--- src/rtl/tap_pipe_pkg.sv ---
// Shared constants and helpers for the tap_pipe_sum datapath: default
// parameters, pair/fill widths and the per-pair coefficient slice.
package tap_pipe_pkg;

   localparam int unsigned DEF_WIDTH  = 32'd8;
   localparam int unsigned DEF_TAPS   = 32'd4;
   localparam int unsigned DEF_CW     = 32'd2;
   localparam int unsigned DEF_ACC_W  = 32'd12;
   localparam int unsigned COEF_BUS_W = 32'd64;

   // Exact width of a + b + a*c for unsigned a,b of width w and c of width cw.
   function automatic int unsigned pair_width(input int unsigned width, input int unsigned cw);
      return width + cw + 32'd1;
   endfunction

   function automatic int unsigned fill_width(input int unsigned taps);
      return $clog2(taps + 32'd1);
   endfunction

   function automatic logic [COEF_BUS_W-1:0] coef_slice(input logic [COEF_BUS_W-1:0] bus,
                                                        input int unsigned k,
                                                        input int unsigned cw);
      logic [COEF_BUS_W-1:0] mask;
      mask = ~({COEF_BUS_W{1'b1}} << cw);
      return (bus >> (k * cw)) & mask;
   endfunction

endpackage

--- src/rtl/tap_pair_stage.sv ---
// One registered pair term: even + odd + even*coef, loaded when enabled.
module tap_pair_stage
   import tap_pipe_pkg::*;
#(
   parameter int unsigned WIDTH = DEF_WIDTH,
   parameter int unsigned CW    = DEF_CW,
   localparam int unsigned PW   = pair_width(WIDTH, CW)
) (
   input  logic             clk,
   input  logic             rst,
   input  logic             en_i,
   input  logic [WIDTH-1:0] tap_even_i,
   input  logic [WIDTH-1:0] tap_odd_i,
   input  logic [CW-1:0]    coef_i,
   output logic [PW-1:0]    pair_o
);

   logic [PW-1:0] pair_d;
   logic [PW-1:0] pair_q;

   always_comb begin
      pair_d = PW'(tap_even_i) + PW'(tap_odd_i) + PW'(tap_even_i) * PW'(coef_i);
   end

   always_ff @(posedge clk) begin
      if (rst) begin
         pair_q <= '0;
      end else if (en_i) begin
         pair_q <= pair_d;
      end
   end

   assign pair_o = pair_q;

endmodule

--- src/rtl/tap_pipe_sum.sv ---
// Delay line with paired coefficient taps, summed in a two-stage stallable pipeline.
// Define TAP_PIPE_SAT_EN to clamp the sum at 2^ACC_W-1 instead of wrapping.
module tap_pipe_sum
   import tap_pipe_pkg::*;
#(
   parameter int unsigned WIDTH = DEF_WIDTH,
   parameter int unsigned TAPS  = DEF_TAPS,
   parameter int unsigned CW    = DEF_CW,
   parameter int unsigned ACC_W = DEF_ACC_W,
   localparam int unsigned NP   = TAPS / 32'd2
) (
   input  logic              clk,
   input  logic              rst,
   input  logic              in_valid,
   output logic              in_ready,
   input  logic [WIDTH-1:0]  in_data,
   input  logic [NP*CW-1:0]  coef,
   output logic              out_valid,
   input  logic              out_ready,
   output logic [ACC_W-1:0]  out_data,
   output logic              out_primed
);

   localparam int unsigned PW = pair_width(WIDTH, CW);
   localparam int unsigned FW = fill_width(TAPS);
   localparam int unsigned SW = PW + $clog2(NP) + 32'd1;

   logic             en_s;
   logic             accept_s;
   logic             pair_en_s;
   logic             primed_now_s;
   logic [WIDTH-1:0] tap_q [TAPS];
   logic [FW-1:0]    fill_q;
   logic [FW-1:0]    fill_d;
   logic             v0_q, v1_q, out_valid_q;
   logic             primed0_q, primed1_q, out_primed_q;
   logic [PW-1:0]    pair_s [NP];
   logic [SW-1:0]    sum_s;
   logic [ACC_W-1:0] out_data_d;
   logic [ACC_W-1:0] out_data_q;

   assign en_s      = !out_valid_q || out_ready;
   assign in_ready  = en_s && !rst;
   assign accept_s  = in_valid && in_ready;
   assign pair_en_s = en_s && v0_q;

   always_ff @(posedge clk) begin
      if (rst) begin
         for (int unsigned i = 0; i < TAPS; i++) begin
            tap_q[i] <= '0;
         end
      end else if (accept_s) begin
         tap_q[0] <= in_data;
         for (int unsigned i = 1; i < TAPS; i++) begin
            tap_q[i] <= tap_q[i-1];
         end
      end
   end

   // Fill saturates at TAPS; the sample being accepted counts toward priming.
   always_comb begin
      if (accept_s && (fill_q != FW'(TAPS))) begin
         fill_d = fill_q + FW'(1'b1);
      end else begin
         fill_d = fill_q;
      end
   end
   assign primed_now_s = (fill_q >= FW'(TAPS - 32'd1));

   always_ff @(posedge clk) begin
      if (rst) begin
         fill_q <= '0;
      end else begin
         fill_q <= fill_d;
      end
   end

   always_ff @(posedge clk) begin
      if (rst) begin
         v0_q         <= 1'b0;
         v1_q         <= 1'b0;
         out_valid_q  <= 1'b0;
         primed0_q    <= 1'b0;
         primed1_q    <= 1'b0;
         out_primed_q <= 1'b0;
      end else if (en_s) begin
         v0_q         <= accept_s;
         v1_q         <= v0_q;
         out_valid_q  <= v1_q;
         primed0_q    <= accept_s && primed_now_s;
         primed1_q    <= primed0_q;
         out_primed_q <= primed1_q;
      end
   end

   for (genvar k = 0; k < NP; k++) begin : g_pair
      logic [CW-1:0] coef_k_s;
      assign coef_k_s = CW'(coef_slice(COEF_BUS_W'(coef), k, CW));

      tap_pair_stage #(
         .WIDTH (WIDTH),
         .CW    (CW)
      ) u_pair (
         .clk        (clk),
         .rst        (rst),
         .en_i       (pair_en_s),
         .tap_even_i (tap_q[2*k]),
         .tap_odd_i  (tap_q[2*k+1]),
         .coef_i     (coef_k_s),
         .pair_o     (pair_s[k])
      );
   end

   always_comb begin
      sum_s = '0;
      for (int unsigned k = 0; k < NP; k++) begin
         sum_s = sum_s + SW'(pair_s[k]);
      end
   end

`ifdef TAP_PIPE_SAT_EN
   localparam int unsigned CMP_W = (SW > ACC_W) ? SW : ACC_W;
   logic [CMP_W-1:0] sum_ext_s;
   assign sum_ext_s = CMP_W'(sum_s);

   always_comb begin
      if (sum_ext_s > CMP_W'({ACC_W{1'b1}})) begin
         out_data_d = {ACC_W{1'b1}};
      end else begin
         out_data_d = sum_ext_s[ACC_W-1:0];
      end
   end
`else
   always_comb begin
      out_data_d = ACC_W'(sum_s);
   end
`endif

   always_ff @(posedge clk) begin
      if (rst) begin
         out_data_q <= '0;
      end else if (en_s && v1_q) begin
         out_data_q <= out_data_d;
      end
   end

   assign out_valid  = out_valid_q;
   assign out_data   = out_data_q;
   assign out_primed = out_primed_q;

endmodule
--- config.mk ---
export PLATFORM = sky130hd
export DESIGN_NAME = tap_pipe_sum
export DESIGN_NICKNAME = d
export VERILOG_FILES = /design/src/rtl/tap_pipe_pkg.sv /design/src/rtl/tap_pair_stage.sv /design/src/rtl/tap_pipe_sum.sv
export SDC_FILE = /design/constraint.sdc
export NUM_CORES = 1
export LEC_CHECK = 0
export ABC_AREA = 1
export CAP_MARGIN = 40
export CELL_PAD_IN_SITES_DETAIL_PLACEMENT = 0
export CELL_PAD_IN_SITES_GLOBAL_PLACEMENT = 1
export CORE_MARGIN = 2
export CORE_UTILIZATION = 45
export DETAILED_ROUTE_END_ITERATION = 12
export GPL_TIMING_DRIVEN = 0
export HOLD_SLACK_MARGIN = 0.1
export PLACE_DENSITY = 0.9
export SLEW_MARGIN = 20
export SYNTH_ARGS = -nofsm -noshare
export SYNTH_HDL_FRONTEND = slang
export SYNTH_SLANG_ARGS = --single-unit
export TNS_END_PERCENT = 20
--- constraint.sdc ---
create_clock -name clk -period 4.1 [get_ports clk]
set_clock_uncertainty 0.15 [all_clocks]
set_input_delay 1.23 -clock clk [delete_from_list [all_inputs] [get_ports clk]]
set_output_delay 1.23 -clock clk [all_outputs]
set_load 0.01 [all_outputs]
# --- Yosys cells after proc, flatten, opt, wreduce, memory -nomap -nowiden ---
# Memory sizes are Yosys's and may differ from the RTL's.
# Cells that the tools add are included.
totals:
  mem_count: 1
  mem_bits_rw: 32
  elab_cells: 43
  in_bits: 16
  register_bits: 43
op_classes:
  n_reduce_logical: 9
  n_eq_ne: 1
  add_sub_neg: 6
  mux: 9
  n_bitwise: 4
  order_cmp: 1
  mul: 2
memory_table:
  columns: ["memory", "depth", "width", "rd", "rd_ports_with_merged_regs", "write_ports", "line_no", "rtl"]
  rows:
  - ["tap_q", 4, 8, 4, 0, 4, "tap_pipe_sum.sv:32", "logic [WIDTH-1:0] tap_q [TAPS];"]
ops:
  columns: ["cell", "n"]
  rows:
  - ["2-to-1 mux 8 bit", 4]
  - ["adder 11 x 10 -> 11 bit", 2]
  - ["multiplier 8 x 2 -> 10 bit", 2]
  - ["adder 8 x 8 -> 9 bit", 2]
  - ["adder 11 x 11 -> 12 bit", 1]
  - ["logical AND 1 bit", 6]
  - ["2-to-1 mux 1 bit", 5]
  - ["OR 1 bit", 4]
  - ["adder 3 x 1 -> 3 bit, second input constant", 1]
  - ["greater-or-equal comparator 3 x 2 -> 1 bit, second input constant", 1]
  - ["!= test 3 bit, second input constant", 1]
  - ["zero test 1 bit", 2]
  - ["logical OR 1 bit", 1]

# --- Logic depth before layout (Yosys ltp) ---
# Gate-level depths: netlist of the first run.
logic_depth:
  depth_word: 8
  mapped_depth: 21

# --- Hierarchy ---
# From an unflattened synthesis of the first run, not the netlist that was laid out.
unflattened:
  hier_cells: 739
  area_unflattened_um2: 5452.7
modules_own_cells:
  columns: ["module", "seq_area_each_um2", "cells_each", "instances", "area_per_inst_um2"]
  rows:
  - ["tap_pipe_sum", 1381.3, 313, 1, 2667.6]
  - ["tap_pair_stage (g_pair[0].u_pair)", 220.2, 213, 1, 1397.6]
  - ["tap_pair_stage (g_pair[1].u_pair)", 220.2, 213, 1, 1387.6]

# --- Worst setup path before layout of the first run ---
# OpenSTA, ideal clock, no wires.
synth_path:
  kind: "input port to flip-flop"
  start: "in coef[1]"
  end: "reg g_pair[0].u_pair.pair_q[7]"
  setup_ns: 0.115
  arrival_time_ns: 3.201
  slack_ns: 0.633
  path_stages: 12
  required_ns: 3.835
  cell_sequence: "clkbuf_1 > nand2_1 > fa_1 > inv_1 > ha_1 > fa_1 > nand3_1 > nand2_1 > nand2_1 > a21oi_1 > o21ai_0 > inv_1"
synth_between:
  elab_chain_cells: 2
synth_lines:
  columns: ["item", "line_no", "rtl"]
  rows:
  - ["start, declared", "tap_pipe_sum.sv:17", "input logic [NP*CW-1:0] coef,"]
  - ["multiplier 8 x 2 -> 10 bit", "tap_pair_stage.sv:22", "pair_d = PW'(tap_even_i) + PW'(tap_odd_i) + PW'(tap_even_i) * PW'(coef_i);"]
  - ["adder 11 x 10 -> 11 bit", "tap_pair_stage.sv:22", null]
  - ["end signal, assigned", "tap_pair_stage.sv:29", "pair_q <= pair_d;"]
  - ["end, declared", "tap_pair_stage.sv:19", "logic [PW-1:0] pair_q;"]
# Every way passes these cells.
# A chain may end at the register's enable or synchronous reset.

# --- Final worst setup path of the first run ---
layout_path:
  start: "in out_ready"
  end: "out in_ready"
layout_between:
  elab_chain_cells: 2
layout_lines:
  columns: ["item", "line_no", "rtl"]
  rows:
  - ["start, declared", "tap_pipe_sum.sv:19", "input logic out_ready,"]
  - ["logical OR 1 bit", "tap_pipe_sum.sv:42", "assign en_s = !out_valid_q || out_ready;"]
  - ["logical AND 1 bit", "tap_pipe_sum.sv:43", "assign in_ready = en_s && !rst;"]
  - ["end, declared", "tap_pipe_sum.sv:15", "output logic in_ready,"]
# Every way passes these cells.

==> impl_metrics.json, run 1 <==
{
  "outcome": "completed",
  "via_per_inst": 4.87,
  "final_area_sq_um": 6170,
  "die_x_um": 114,
  "drt_iter0_drc": 176,
  "pwr-share-seq_pct": 37.1,
  "place_area_sq_um": 5860,
  "syn_area_per_cell_sq_um": 7.43,
  "root_buffer": "clkbuf_16",
  "area_growth_syn_to_layout_pct": 13.7,
  "fin_nets": 851,
  "die_h_um": 114,
  "hold_path_class": "reg2reg",
  "synth_top_area_cell": "edfxtp_1",
  "cp.arrival_ns": 2.61,
  "crit_path_top_delay_cell": "clkdlybuf4s50_1",
  "fillers": 1169,
  "drive_gt1_share_pct": 5.32,
  "regToRegSetupSlack_ns": 0.44,
  "h-tree-depth": 3,
  "holdPathStages": 2,
  "crit_type": "in2out",
  "num_rows": 40,
  "cts.reportedPaths.clkPinSlew_ns": 0.06,
  "syn_inst": 730,
  "cts_resized": 0,
  "groute.usage.overall_pct": 19.3,
  "whs_endpoint": "v1_q",
  "critPathLaunchType": "input port",
  "timing.slew.headroom_pct": 52.0,
  "yosys-top-cells-area": "edfxtp_1 (18%), dfxtp_1 (16%), ha_1 (12%)",
  "drt-total-wl_um": 11300,
  "io_pins": 31,
  "synth_warnings": 0,
  "max_stage_delay_ns": 0.47,
  "p_sw_share_pct": 32.0,
  "tns_ns": 0,
  "grt_pass1_vias": 4452,
  "p_per_area_nw_per_um2": 384,
  "slew_viol_final": 0,
  "hold_viol": 0,
  "synth_top_area_share_pct": 17.7,
  "postCtsSetupRepairBufs": 0,
  "gp_congestion": 0.870,
  "start_util_pct": 45.5,
  "dr.pass1.iters": 4,
  "overflow": 0,
  "worst_path_most_repeated_cell": "clkdlybuf4s50_1",
  "ant_nets": 0,
  "power.switching_mw": 0.758,
  "netlist_area_sq_um": 5420,
  "worst_pin_slew_ns": 0.717,
  "leakage_nw": 3.13,
  "pwr-share-comb_pct": 28.8,
  "endpoint_kind": "primary output",
  "postCtsHoldBufs": 0,
  "fmaxAchievable_ghz": 0.250,
  "timing.rr.start": "tap_q[0][0]",
  "dp_hpwl_um": 8990,
  "antenna_found_initial": 0,
  "synth.distinct_cells": 34,
  "crit_path_cell_trace": "clkdlybuf4s50_1 -> nor2_4 -> inv_2 -> nand2_4 -> inv_1 -> clkdlybuf4s50_1",
  "diodes": 0,
  "synth_nets": 815,
  "wl_per_cell_um": 12.3,
  "intPower_mw": 1.61,
  "setup_violations": 0,
  "ys_seq_area_share_pct": 33.6,
  "peakVddDrop_v": 0.000227,
  "min_from": "v1_q",
  "drv_cap": 0,
  "dieArea_sq_um": 12900,
  "period_share_pct": 97.4,
  "rr_worst_depth": 19,
  "timing.final.crit_period_ns": 3.99,
  "clk_latency_ns": 0.34,
  "tritoncts": "done",
  "ys_seq_elements": 75,
  "async_reset_ff_share_pct": 0,
  "cts_sinks": 75,
  "grt_pass1_wl_um": 19800,
  "cts_buffers": 9,
  "crit_path_max_fanout": 6,
  "reg2reg_to": "g_pair[0].u_pair.pair_o[9]",
  "drc_errors": 0,
  "synth-main-ff-cell": "dfxtp_1",
  "p_clk_share_pct": 34.1,
  "num_vias": 4474,
  "ctsLongestPathBuffers": 2,
  "io_buffer_count": 25,
  "synth_edf_count": 32,
  "critical_path_required_ns": 2.72,
  "core_sq_um": 11900,
  "grt_max_degree": 33,
  "rsz0062_at_grt": "no"
}
## cell usage in the layout (no fill, tap or decap), drive strengths merged, types with 19 or more instances in the layout
cell type and count:
nor2 109, o21ai 30, a21oi 44, nand2 158, dfxtp 43, nand3 45
ha 50, fa 19, inv 143, edfxtp 32, clkdlybuf4s50 25
## final cells by class
type / count / area, sq um / area share (%)
sequential: 75 / 1820 / 29.5
tap: 147 / 184 / 2.98
buffer: 17 / 97.6 / 1.58
timing repair buffer: 25 / 250 / 4.06
clock inverter: 4 / 48.8 / 0.791
inverter: 144 / 544 / 8.83
multi-input combinational: 494 / 2960 / 48.0
clock buffer: 12 / 258 / 4.18
## sequential cells by signal, indices dropped and copies added (netlist names)
signal	cells
tap_q	32
fill_q	3
primed1_q	1
out_data	12
v0_q	1
out_valid	1
out_primed	1
primed0_q	1
v1_q	1
g_pair.u_pair.pair_o	22
## power groups by stage
stage / Sequential (mW) / Clock [mW] / Combinational [mW]
CTS: 0.878 / 0.826 / 0.687
global route: 0.884 / 0.859 / 0.788
global placement: 0.892 / 0 / 0.663
floorplan: 0.882 / 0 / 0.520
finish: 0.877 / 0.808 / 0.681
detailed placement: 0.893 / 0 / 0.681
## synth_stat cells (3+ instances only)
master	count
a21oi_1	44
buf_2	8
buf_6	3
clkbuf_1	4
dfxtp_1	43
edfxtp_1	32
fa_1	19
ha_1	50
inv_1	140
nand2_1	156
nand3_1	45
nand4_1	6
nor2_1	106
o211ai_1	3
o21ai_0	26
o22ai_1	3
xnor2_1	7
xor2_1	12
## critical path, delay by kind of cell
kind | cells | cell delay (ns)
buffers and inverters | 4 | 1.04
and+or+nand+nor | 2 | 0.34
## how the worst max path moves through the flow
stage,startpoint,to,slack (ns),depth (start not counted)
2_1_floorplan,coef[1],g_pair[0].u_pair.pair_o[7],0.63,12
3_3_place_gp,out_ready,in_ready,0.11,6
3_5_place_dp,out_ready,in_ready,0.11,6
4_1_cts,out_ready,in_ready,0.1,6
5_1_grt,out_ready,in_ready,0.03,6
6_report,out_ready,in_ready,0.11,6
## routing by layer
| layer | vias to the layer above | GRT usage [%] | routed length [um] |
|---|---|---|---|
| met5 | - | 0 | 0 |
| met4 | 0 | 6.42 | 179 |
| met3 | 15 | 3.72 | 450 |
| met2 | 56 | 32.5 | 5310 |
| met1 | 2041 | 25.0 | 5350 |
| li1 | 2362 | - | - |
## cells by family (layout without fill, tap and decap cells)
kind of cell | after synthesis | in the layout | share of synthesized area, %
AO/OA/AOI/OAI | 84 | 84 | 8.35
XOR/XNOR | 19 | 19 | 3.07
adder cells (fa/ha/maj) | 69 | 69 | 18.5
buffers and inverters | 161 | 202 | 11.8
flip-flops | 75 | 75 | 33.6
AND/OR/NAND/NOR | 322 | 322 | 24.6
## per-stage QoR
step                      std cells  utilization, %  hold WS [ns]  worst slack [ns]  power [mW]
after floorplan                 730               -         0.291             0.633        1.40
after global placement          902            49.2         0.303             0.112        1.55
after detailed placement        902            49.2         0.319             0.109        1.57
after CTS                       918            51.8         0.329            0.0979        2.39
after global routing            918            51.8         0.350            0.0328        2.53
final                           918            51.8         0.322             0.108        2.37
Note: power is estimated with default switching activity, not from simulation.
==> run 2: changes to the inputs <==
Settings changed: CAP_MARGIN 40 to 20.
==> results of run 2 <==
The final DEF is identical to that of run 1; final timing and power are the same.
==> run 3: changes to the inputs <==
Settings changed: ABC_CLOCK_PERIOD_IN_PS from default to 4100, CTS_CLUSTER_SIZE from default to 12, SLEW_MARGIN 20 to default.
==> run 3 against run 2 <==
Register-to-register slack gained 0.02 ns. Global-route usage grew 0.075 points. Non-clock buffer count grew 1. Via count grew 0.92%. Combinational power grew 0.7%. Worst hold slack gained 0.00057 ns. Setup slack lost 0.0064 ns. Die area is the same. Critical path depth is the same. Critical path type unchanged.
==> impl_metrics.json, run 3 (synthesis results as in run 1) <==
{
  "rr_worst_depth": 19,
  "crit_type": "in2out",
  "reg2reg_to": "g_pair[0].u_pair.pair_o[9]",
  "cts_buffers": 9,
  "critPathCapture": "in_ready",
  "drt-total-wl_um": 11500,
  "dp_hpwl_um": 9010,
  "drv_cap": 0,
  "fin_ws_ns": 0.101,
  "root_buffer": "clkbuf_16",
  "final_cell_mix": "nand2_1 (156), inv_1 (140), nor2_1 (106)",
  "regToRegSetupSlack_ns": 0.46,
  "hold_viol": 0,
  "critical_path_buf_inv_count": 4,
  "cts.reportedPaths.clkPinSlew_ns": 0.06,
  "peakVddDrop_v": 0.000251,
  "pre_cts_ws_ns": 0.110,
  "worst_pin_slew_ns": 0.688,
  "setup_violations": 0,
  "critical_path_required_ns": 2.72,
  "cts_resized": 0,
  "final_area_sq_um": 6200,
  "worst_path_most_repeated_cell": "clkdlybuf4s50_1",
  "slew_viol_final": 0,
  "cts_sinks": 75,
  "p_per_area_nw_per_um2": 390,
  "io_pins": 31,
  "ant_nets": 0,
  "hold_path_class": "reg2reg",
  "holdPathStages": 2,
  "dieArea_sq_um": 12900,
  "grt_pass1_wl_um": 19800,
  "tns_ns": 0,
  "largest_register_ffs": 32,
  "drt_iter0_drc": 201,
  "outcome": "completed",
  "instances_no_fill": 919,
  "crit_path_max_fanout": 6,
  "wl_per_cell_um": 12.5,
  "ctsLongestPathBuffers": 2,
  "drive_gt1_share_pct": 5.31,
  "via_per_inst": 4.91,
  "max_stage_delay_ns": 0.47,
  "postCtsHoldBufs": 0,
  "num_vias": 4515,
  "core_sq_um": 11900,
  "crit_path_cell_trace": "clkdlybuf4s50_1 -> nor2_4 -> inv_2 -> nand2_4 -> inv_1 -> clkdlybuf4s50_1",
  "diodes": 0,
  "period_share_pct": 97.5,
  "tritoncts": "done",
  "crit_path_top_delay_cell": "clkdlybuf4s50_1",
  "top_register": "tap_q",
  "place_area_sq_um": 5870,
  "overflow": 0,
  "timing.slew.headroom_pct": 54.0,
  "endpoint_kind": "primary output",
  "timing.final.crit_period_ns": 4.00,
  "dr.pass1.iters": 5,
  "area_growth_syn_to_layout_pct": 14.3,
  "timing.rr.start": "tap_q[0][0]",
  "final_common_cell": "nand2_1",
  "gp_congestion": 0.870,
  "cp-startpoint": "out_ready",
  "drc_errors": 0,
  "clk_latency_ns": 0.34,
  "groute.usage.overall_pct": 19.4,
  "fin_util_pct": 52.0,
  "start_util_pct": 45.5,
  "postCtsSetupRepairBufs": 0,
  "fin_nets": 852,
  "place_inst": 903,
  "num_rows": 40,
  "h-tree-depth": 3,
  "die_x_um": 114,
  "antenna_found_initial": 0,
  "rsz0062_at_grt": "no",
  "grt_pass1_vias": 4458,
  "cp.depth": 6,
  "grt_max_degree": 18,
  "cp.arrival_ns": 2.62,
  "crit_family": "buffers and inverters",
  "io_buffer_count": 25,
  "critPathLaunchType": "input port",
  "fmaxAchievable_ghz": 0.250,
  "leakage_nw": 3.14,
  "die_h_um": 114
}
[run 3: changes by cell type in the layout (fill, tap and decap cells not counted), sizes merged]
cell | before | now
clkinv | 4 | 2
buf | 12 | 13
clkbuf | 17 | 18
inv | 143 | 144
[run 3: worst min path at each step]
stage                     startpoint         to  slack, ns
final                           v1_q       v1_q       0.32
after CTS                       v1_q       v1_q       0.33
after detailed placement        v1_q       v1_q       0.32
after global routing       primed0_q  primed1_q       0.34
after global placement     primed0_q  primed1_q       0.30
after floorplan            primed0_q  primed1_q       0.29
[run 3: layout make-up]
| cell class | count | area [sq um] |
|---|---|---|
| clock inverter | 3 | 41.3 |
| timing repair buffer | 26 | 265 |
| sequential | 75 | 1820 |
| fill | 1178 | 5710 |
| multi-input combinational | 494 | 2960 |
| inverter | 144 | 544 |
| clock buffer | 13 | 283 |
| buffer | 17 | 97.6 |
| tap | 147 | 184 |
[run 3: stage by stage]
stage | hold WS [ns] | power (mW)
floorplan | 0.291 | 1.40
global placement | 0.303 | 1.55
detailed placement | 0.317 | 1.58
CTS | 0.326 | 2.43
global route | 0.344 | 2.58
finish | 0.323 | 2.42
[run 3: power breakdown]
| part | internal (mW) | switching (mW) | total, mW |
|---|---|---|---|
| clock | 0.543 | 0.309 | 0.852 |
| sequential | 0.837 | 0.0404 | 0.877 |
| combinational | 0.268 | 0.419 | 0.686 |
| total | 1.65 | 0.768 | 2.42 |
[run 3: tightest hold or removal path, stage by stage, from the launching register on]
cell and delay [ns]:
dfxtp_1 0.31, nand2_1 0.06, a21oi_1 0.06
[run 3: routing by layer]
metal | up-vias | wire [um] | GRT usage, %
met2 | 69 | 5460 | 32.8
met4 | 0 | 210 | 6.34
li1 | 2365 | - | -
met3 | 17 | 406 | 4.25
met5 | - | 0 | 0
met1 | 2064 | 5440 | 24.7
==> edit 1 (flow settings as in run 1) <==
`DEF_CW`: 32'd2 -> 32'd4.
--- a/src/rtl/tap_pipe_pkg.sv
+++ b/src/rtl/tap_pipe_pkg.sv
@@ -4,7 +4,7 @@
 
    localparam int unsigned DEF_WIDTH  = 32'd8;
    localparam int unsigned DEF_TAPS   = 32'd4;
-   localparam int unsigned DEF_CW     = 32'd2;
+   localparam int unsigned DEF_CW     = 32'd4;
    localparam int unsigned DEF_ACC_W  = 32'd12;
    localparam int unsigned COEF_BUS_W = 32'd64;
 
Ports: changed (resized coef); port bits go from 31 to 35. The function was not compared with the original's and may differ.
==> edit 1 against run 1 <==
- highest routed layer unchanged
- synthesized cell count increased by 18%
- wire length is 18% higher
- critical endpoint is now g_pair[1].u_pair.pair_o[11]
- final area grew 23%
- non-clock buffer count grew 7
- first-iteration DRC count up 32%
- worst setup slack better by 0.023 ns
- hold slack improved by 0.0085 ns
- critical path type is now primary input to flip-flop
- sequential cell count up 2
- area after synthesis is 20% higher
- total power up 30%
==> edit 1: results (changes against run 1) <==
metric	value	unit	change
die span in x	124	µm	+9.0%
Post-synth top cells	237 x inv_1, 188 x nand2_1, 90 x nor2_1, 57 x fa_1, 48 x ha_1		
Top Layer Used	met4		
worst path bufs/invs	6		+2
DR vias/cell	4.68		-4.1%
GRT Total Usage	19.7	%	+0.43 points
CP max-delay cell	fa_1		
GRT overflow	0		unchanged
status	complete, no violations		
Worst Tran Pin Value	0.771	ns	+0.0532 ns
WL met2	6350	µm	+20%
max reg flops	32		unchanged
largest reg by FF count	tap_q		
worst r2r path cells	18		-1
register area share after synthesis	28.7	%	-4.9 points
Async SR Flop Fraction	0	%	unchanged
share of cells above drive strength 1	12.0	%	+6.7 points
H-tree Lvls	3		unchanged
Crit path largest cell delay	0.56	ns	+0.09 ns
Synth Area in Compound Gates	5.60	%	-2.8 points
switching pwr	1150	µW	+52%
final wirelength	13300	µm	+18%
first-pass GRT wire length	23400	µm	+18%
largest net degree at the start of global routing	33		unchanged
vias in the first global route	5181		+16%
CP top delay family	adder cells		
PwrDens	405	nW/µm²	+5.6%
Leak Pwr	0.00416	µW	+33%
post-synthesis adder-cell area fraction	26.9	%	+8.3 points
met2 Use GR	33.3	%	+0.85 points
post-synthesis cell type count	33		-2.9%
initial drt markers	232		+32%
metal1 wirelength	6430	µm	+20%
XOR/XNOR Fraction of Synth Area	1.49	%	-1.6 points
GRT met1 Usage	26.4	%	+1.3 points
routing usage on met3	2.88	%	-0.83 points
Worst VDD drop	0.209	mV	-8.1%
most numerous cell in the Yosys netlist	inv_1		
CP Max Fanout	8		+2
fill count	1399		+20%
Final Wtd Congestion	0.874		+0.51%
met3 wire len	430	µm	-4.4%
fraction of synthesized area in multiplexers	0	%	unchanged
DP HPWL	10500	µm	+17%
Syn Nets	987		+21%
nets	1026		+21%
crit path DAT	4.07	ns	+1.46 ns
Post-synth EDFFs	32		unchanged
worst hold path type	flip-flop to flip-flop		
Post-Place Cell Area	7130	µm²	+22%
top post-synthesis cells by area	fa_1 18%, edfxtp_1 15%, dfxtp_1 14%		
[edit 1: timing repair]
action / CTS / global route
resized for setup: 0 / 47
endpoints found under the setup margin: 0 / 11
endpoints found under the hold margin: 0 / 0
buffers inserted: 0 / 3
[edit 1: path summary, 6_finish.rpt]
kind | from | endpoint | slack, ns
worst max-delay path | coef[4] | g_pair[1].u_pair.pair_o[11] | 0.13
worst min-delay path | v1_q | out_valid | 0.33
worst max register to register | tap_q[2][5] | g_pair[1].u_pair.pair_o[11] | 0.59
worst min register to register | v1_q | out_valid | 0.33
[edit 1: metrics by stage]
step	setup WS (ns)	hold slack [ns]	std cells	TNS [ns]	total power, µW
finish	0.131	0.330	1086	0	3070
floorplan	-0.0599	0.290	862	-0.482	1860
detailed placement	-0.322	0.310	1067	-3.37	2150
CTS	0.00446	0.326	1083	0	2990
global route	-0.0176	0.343	1086	-0.0419	3330
global placement	-0.321	0.304	1067	-3.18	2130
[edit 1: area by class of cell]
type / count / share of cell area [%]
clock inverter: 6 / 0.925
clock buffer: 10 / 3.15
inverter: 244 / 12.1
buffer: 21 / 2.35
tap: 180 / 2.97
sequential: 77 / 24.6
timing repair buffer: 28 / 3.60
multi-input combinational: 520 / 50.3
[edit 1: power by group through the flow]
| stage | logic, µW | registers (µW) | clock network, µW |
|---|---|---|---|
| floorplan | 947 | 918 | 0 |
| global placement | 1200 | 933 | 0 |
| detailed placement | 1210 | 934 | 0 |
| CTS | 1220 | 917 | 850 |
| global route | 1530 | 925 | 883 |
| finish | 1320 | 917 | 835 |
[edit 1: cells by family (layout without fill, tap and decap cells)]
group	Yosys count	after routing
adder cells (fa/ha/maj)	105	105
XOR/XNOR	11	11
buffers and inverters	265	309
flip-flops	77	77
AND/OR/NAND/NOR	336	336
AO/OA/AOI/OAI	68	68
==> edit 2 (settings of run 1) <==
Made on the original files. Reset style: asynchronous (`rst`), changed in 5 clocked blocks.
--- a/src/rtl/tap_pair_stage.sv
+++ b/src/rtl/tap_pair_stage.sv
@@ -22,7 +22,7 @@
       pair_d = PW'(tap_even_i) + PW'(tap_odd_i) + PW'(tap_even_i) * PW'(coef_i);
    end
 
-   always_ff @(posedge clk) begin
+   always_ff @(posedge clk or posedge rst) begin
       if (rst) begin
          pair_q <= '0;
       end else if (en_i) begin
--- a/src/rtl/tap_pipe_sum.sv
+++ b/src/rtl/tap_pipe_sum.sv
@@ -44,7 +44,7 @@
    assign accept_s  = in_valid && in_ready;
    assign pair_en_s = en_s && v0_q;
 
-   always_ff @(posedge clk) begin
+   always_ff @(posedge clk or posedge rst) begin
       if (rst) begin
          for (int unsigned i = 0; i < TAPS; i++) begin
             tap_q[i] <= '0;
@@ -67,7 +67,7 @@
    end
    assign primed_now_s = (fill_q >= FW'(TAPS - 32'd1));
 
-   always_ff @(posedge clk) begin
+   always_ff @(posedge clk or posedge rst) begin
       if (rst) begin
          fill_q <= '0;
       end else begin
@@ -75,7 +75,7 @@
       end
    end
 
-   always_ff @(posedge clk) begin
+   always_ff @(posedge clk or posedge rst) begin
       if (rst) begin
          v0_q         <= 1'b0;
          v1_q         <= 1'b0;
@@ -136,7 +136,7 @@
    end
 `endif
 
-   always_ff @(posedge clk) begin
+   always_ff @(posedge clk or posedge rst) begin
       if (rst) begin
          out_data_q <= '0;
       end else if (en_s && v1_q) begin
Function: differs if rst is asserted again (counterexample within 4 cycles, from zero or initial values and one cycle with rst high); with rst held inactive, the same outputs for 4 cycles.
==> edit 2 against run 1 <==
- register-to-register slack gained 0.29 ns
- final area shrank 0.16%
- utilization grew 1.7 points
- critical path type unchanged
- wire length shrank 3.1%
- area after synthesis shrank 0.92%
- worst setup slack gained 0.14 ns
- sequential cell count is the same
Power is left out: the tool's default activity adds up to more than one toggle a clock period on the data nets, which glitch-free logic cannot reach.
==> edit 2: results (changes against run 1) <==
metric	value	unit	change
status	complete, no violations		
CP top delay family	buffers and inverters		
H-tree Lvls	3		unchanged
final wirelength	10900	µm	-3.1%
Hold Path Stages	2		unchanged
largest reg by FF count	tap_q		
post-synthesis cell type count	27		-21%
initial drt markers	147		-16%
GRT Total Usage	19.0	%	-0.29 points
worst skew pair latency	0.34	ns	about the same
Setup crit end	in_ready		
vias in the first global route	4316		-3.1%
worst r2r path cells	17		-2
Final Wtd Congestion	0.853		-2.0%
Post-Place Cell Area	5840	µm²	-0.30%
Post-CTS Setup Repair Bufs	0		unchanged
initial antenna violation count	0		unchanged
Worst Tran Pin Value	0.439	ns	-0.279 ns
Crit path largest cell delay	0.54	ns	+0.07 ns
DR vias/cell	5.01		+2.7%
ant diodes	0		unchanged
CP Max Fanout	7		+1
Inserted Clock Buffers	9		unchanged
R2R Path End	g_pair[0].u_pair.pair_o[7]		
prevailing post-synth register cell	dfrtp_1		
top post-synthesis cells by area	dfrtp_1 35%, nand2_1 14%, ha_1 12%		
register area share after synthesis	34.9	%	+1.3 points
nets	776		-8.8%
synth warn	0		unchanged
worst setup path start	out_ready		
post_cts resized	0		unchanged
largest net degree at the start of global routing	61		+85%
worst hold path type	flip-flop to flip-flop		
root buffer cell	clkbuf_16		
Max Root-Sink Buffers	2		unchanged
max reg flops	32		unchanged
Async SR Flop Fraction	100	%	+100 points
share of cells above drive strength 1	8.91	%	+3.6 points
DP HPWL	8560	µm	-4.8%
Syn Nets	738		-9.4%
Post-synth top cells	196 x nand2_1, 96 x inv_1, 75 x dfrtp_1, 50 x ha_1, 46 x nand3_1		
crit path DAT	2.47	ns	-0.14 ns
I/O Buffers	26		+4.0%
first-pass GRT wire length	19500	µm	-1.7%
RR Startpoint	tap_q[16]		
Pre-Repair DR Iteration Count	4		unchanged
Final Hold Vio Count	0		unchanged
clk slew on worst S/H paths	0.06	ns	about the same
CP max-delay cell	clkdlybuf4s50_1		
Reg2Reg Setup Slack	0.73	ns	+0.29 ns
## edit 2: changes by cell type in the layout (fill, tap and decap cells not counted), moves of 4 or more
cell / before / now
edfxtp_1: 32 / 0
xor2_1: 12 / 6
dfrtp_1: 0 / 75
nand3b_1: 1 / 5
mux2_2: 0 / 18
a31oi_1: 0 / 5
mux2_4: 0 / 10
nor2_1: 106 / 33
nand2_1: 155 / 196
a21oi_1: 44 / 26
dfxtp_1: 43 / 0
xnor2_1: 7 / 12
inv_1: 140 / 95
## edit 2: routing by layer
metal  global-route usage, %  vias up  part of all wire [%]
li1                        -     2163                     -
met1                    23.9     1961                    46
met2                    32.8       61                    48
met3                    4.02       16                   3.6
met4                    6.10        0                   2.0
met5                       0        -                     0
## edit 2: cell families (layout without fill, tap and decap cells)
| family | count (synthesis) | after routing | synth area share (%) |
|---|---|---|---|
| simple gates | 293 | 293 | 22.7 |
| buf+inv | 109 | 152 | 8.15 |
| flops | 75 | 75 | 34.9 |
| fa+ha+maj | 69 | 69 | 18.7 |
| compound gates | 61 | 61 | 6.03 |
| mux | 28 | 28 | 6.57 |
| xor+xnor | 18 | 18 | 2.93 |
## edit 2: worst min-delay path by stage
stage | from | end | slack, ns
after detailed placement | out_data[0] | out_data[0] | 0.31
after global routing | primed1_q | out_primed | 0.34
after global placement | primed1_q | out_primed | 0.30
after floorplan | v1_q | out_valid | 0.29
final | v1_q | out_valid | 0.32
after CTS | v1_q | out_valid | 0.32
## edit 2: final cells by class
type	count	area, µm²
Fill cell	1077	5360
Multi-Input combinational cell	469	3060
Sequential cell	75	1880
Inverter	96	363
Timing Repair Buffer	27	288
Clock buffer	12	267
Tap cell	143	179
Buffer	13	77.6
Clock inverter	4	47.5
## edit 2: stage by stage
step	utilization, %	hold slack, ns	TNS [ns]	setup WS [ns]	instances
floorplan	-	0.292	0	0.596	653
global placement	50.5	0.303	-29.13	-0.397	822
detailed placement	50.7	0.310	0	0.186	823
CTS	53.5	0.323	0	0.244	839
global route	53.5	0.340	0	0.179	839
finish	53.5	0.320	0	0.253	839
## edit 2: tightest hold or removal path, stage by stage (launching register included)
cell and delay, ns:
dfrtp_1 0.32, inv_1 0.06, nand2_1 0.06
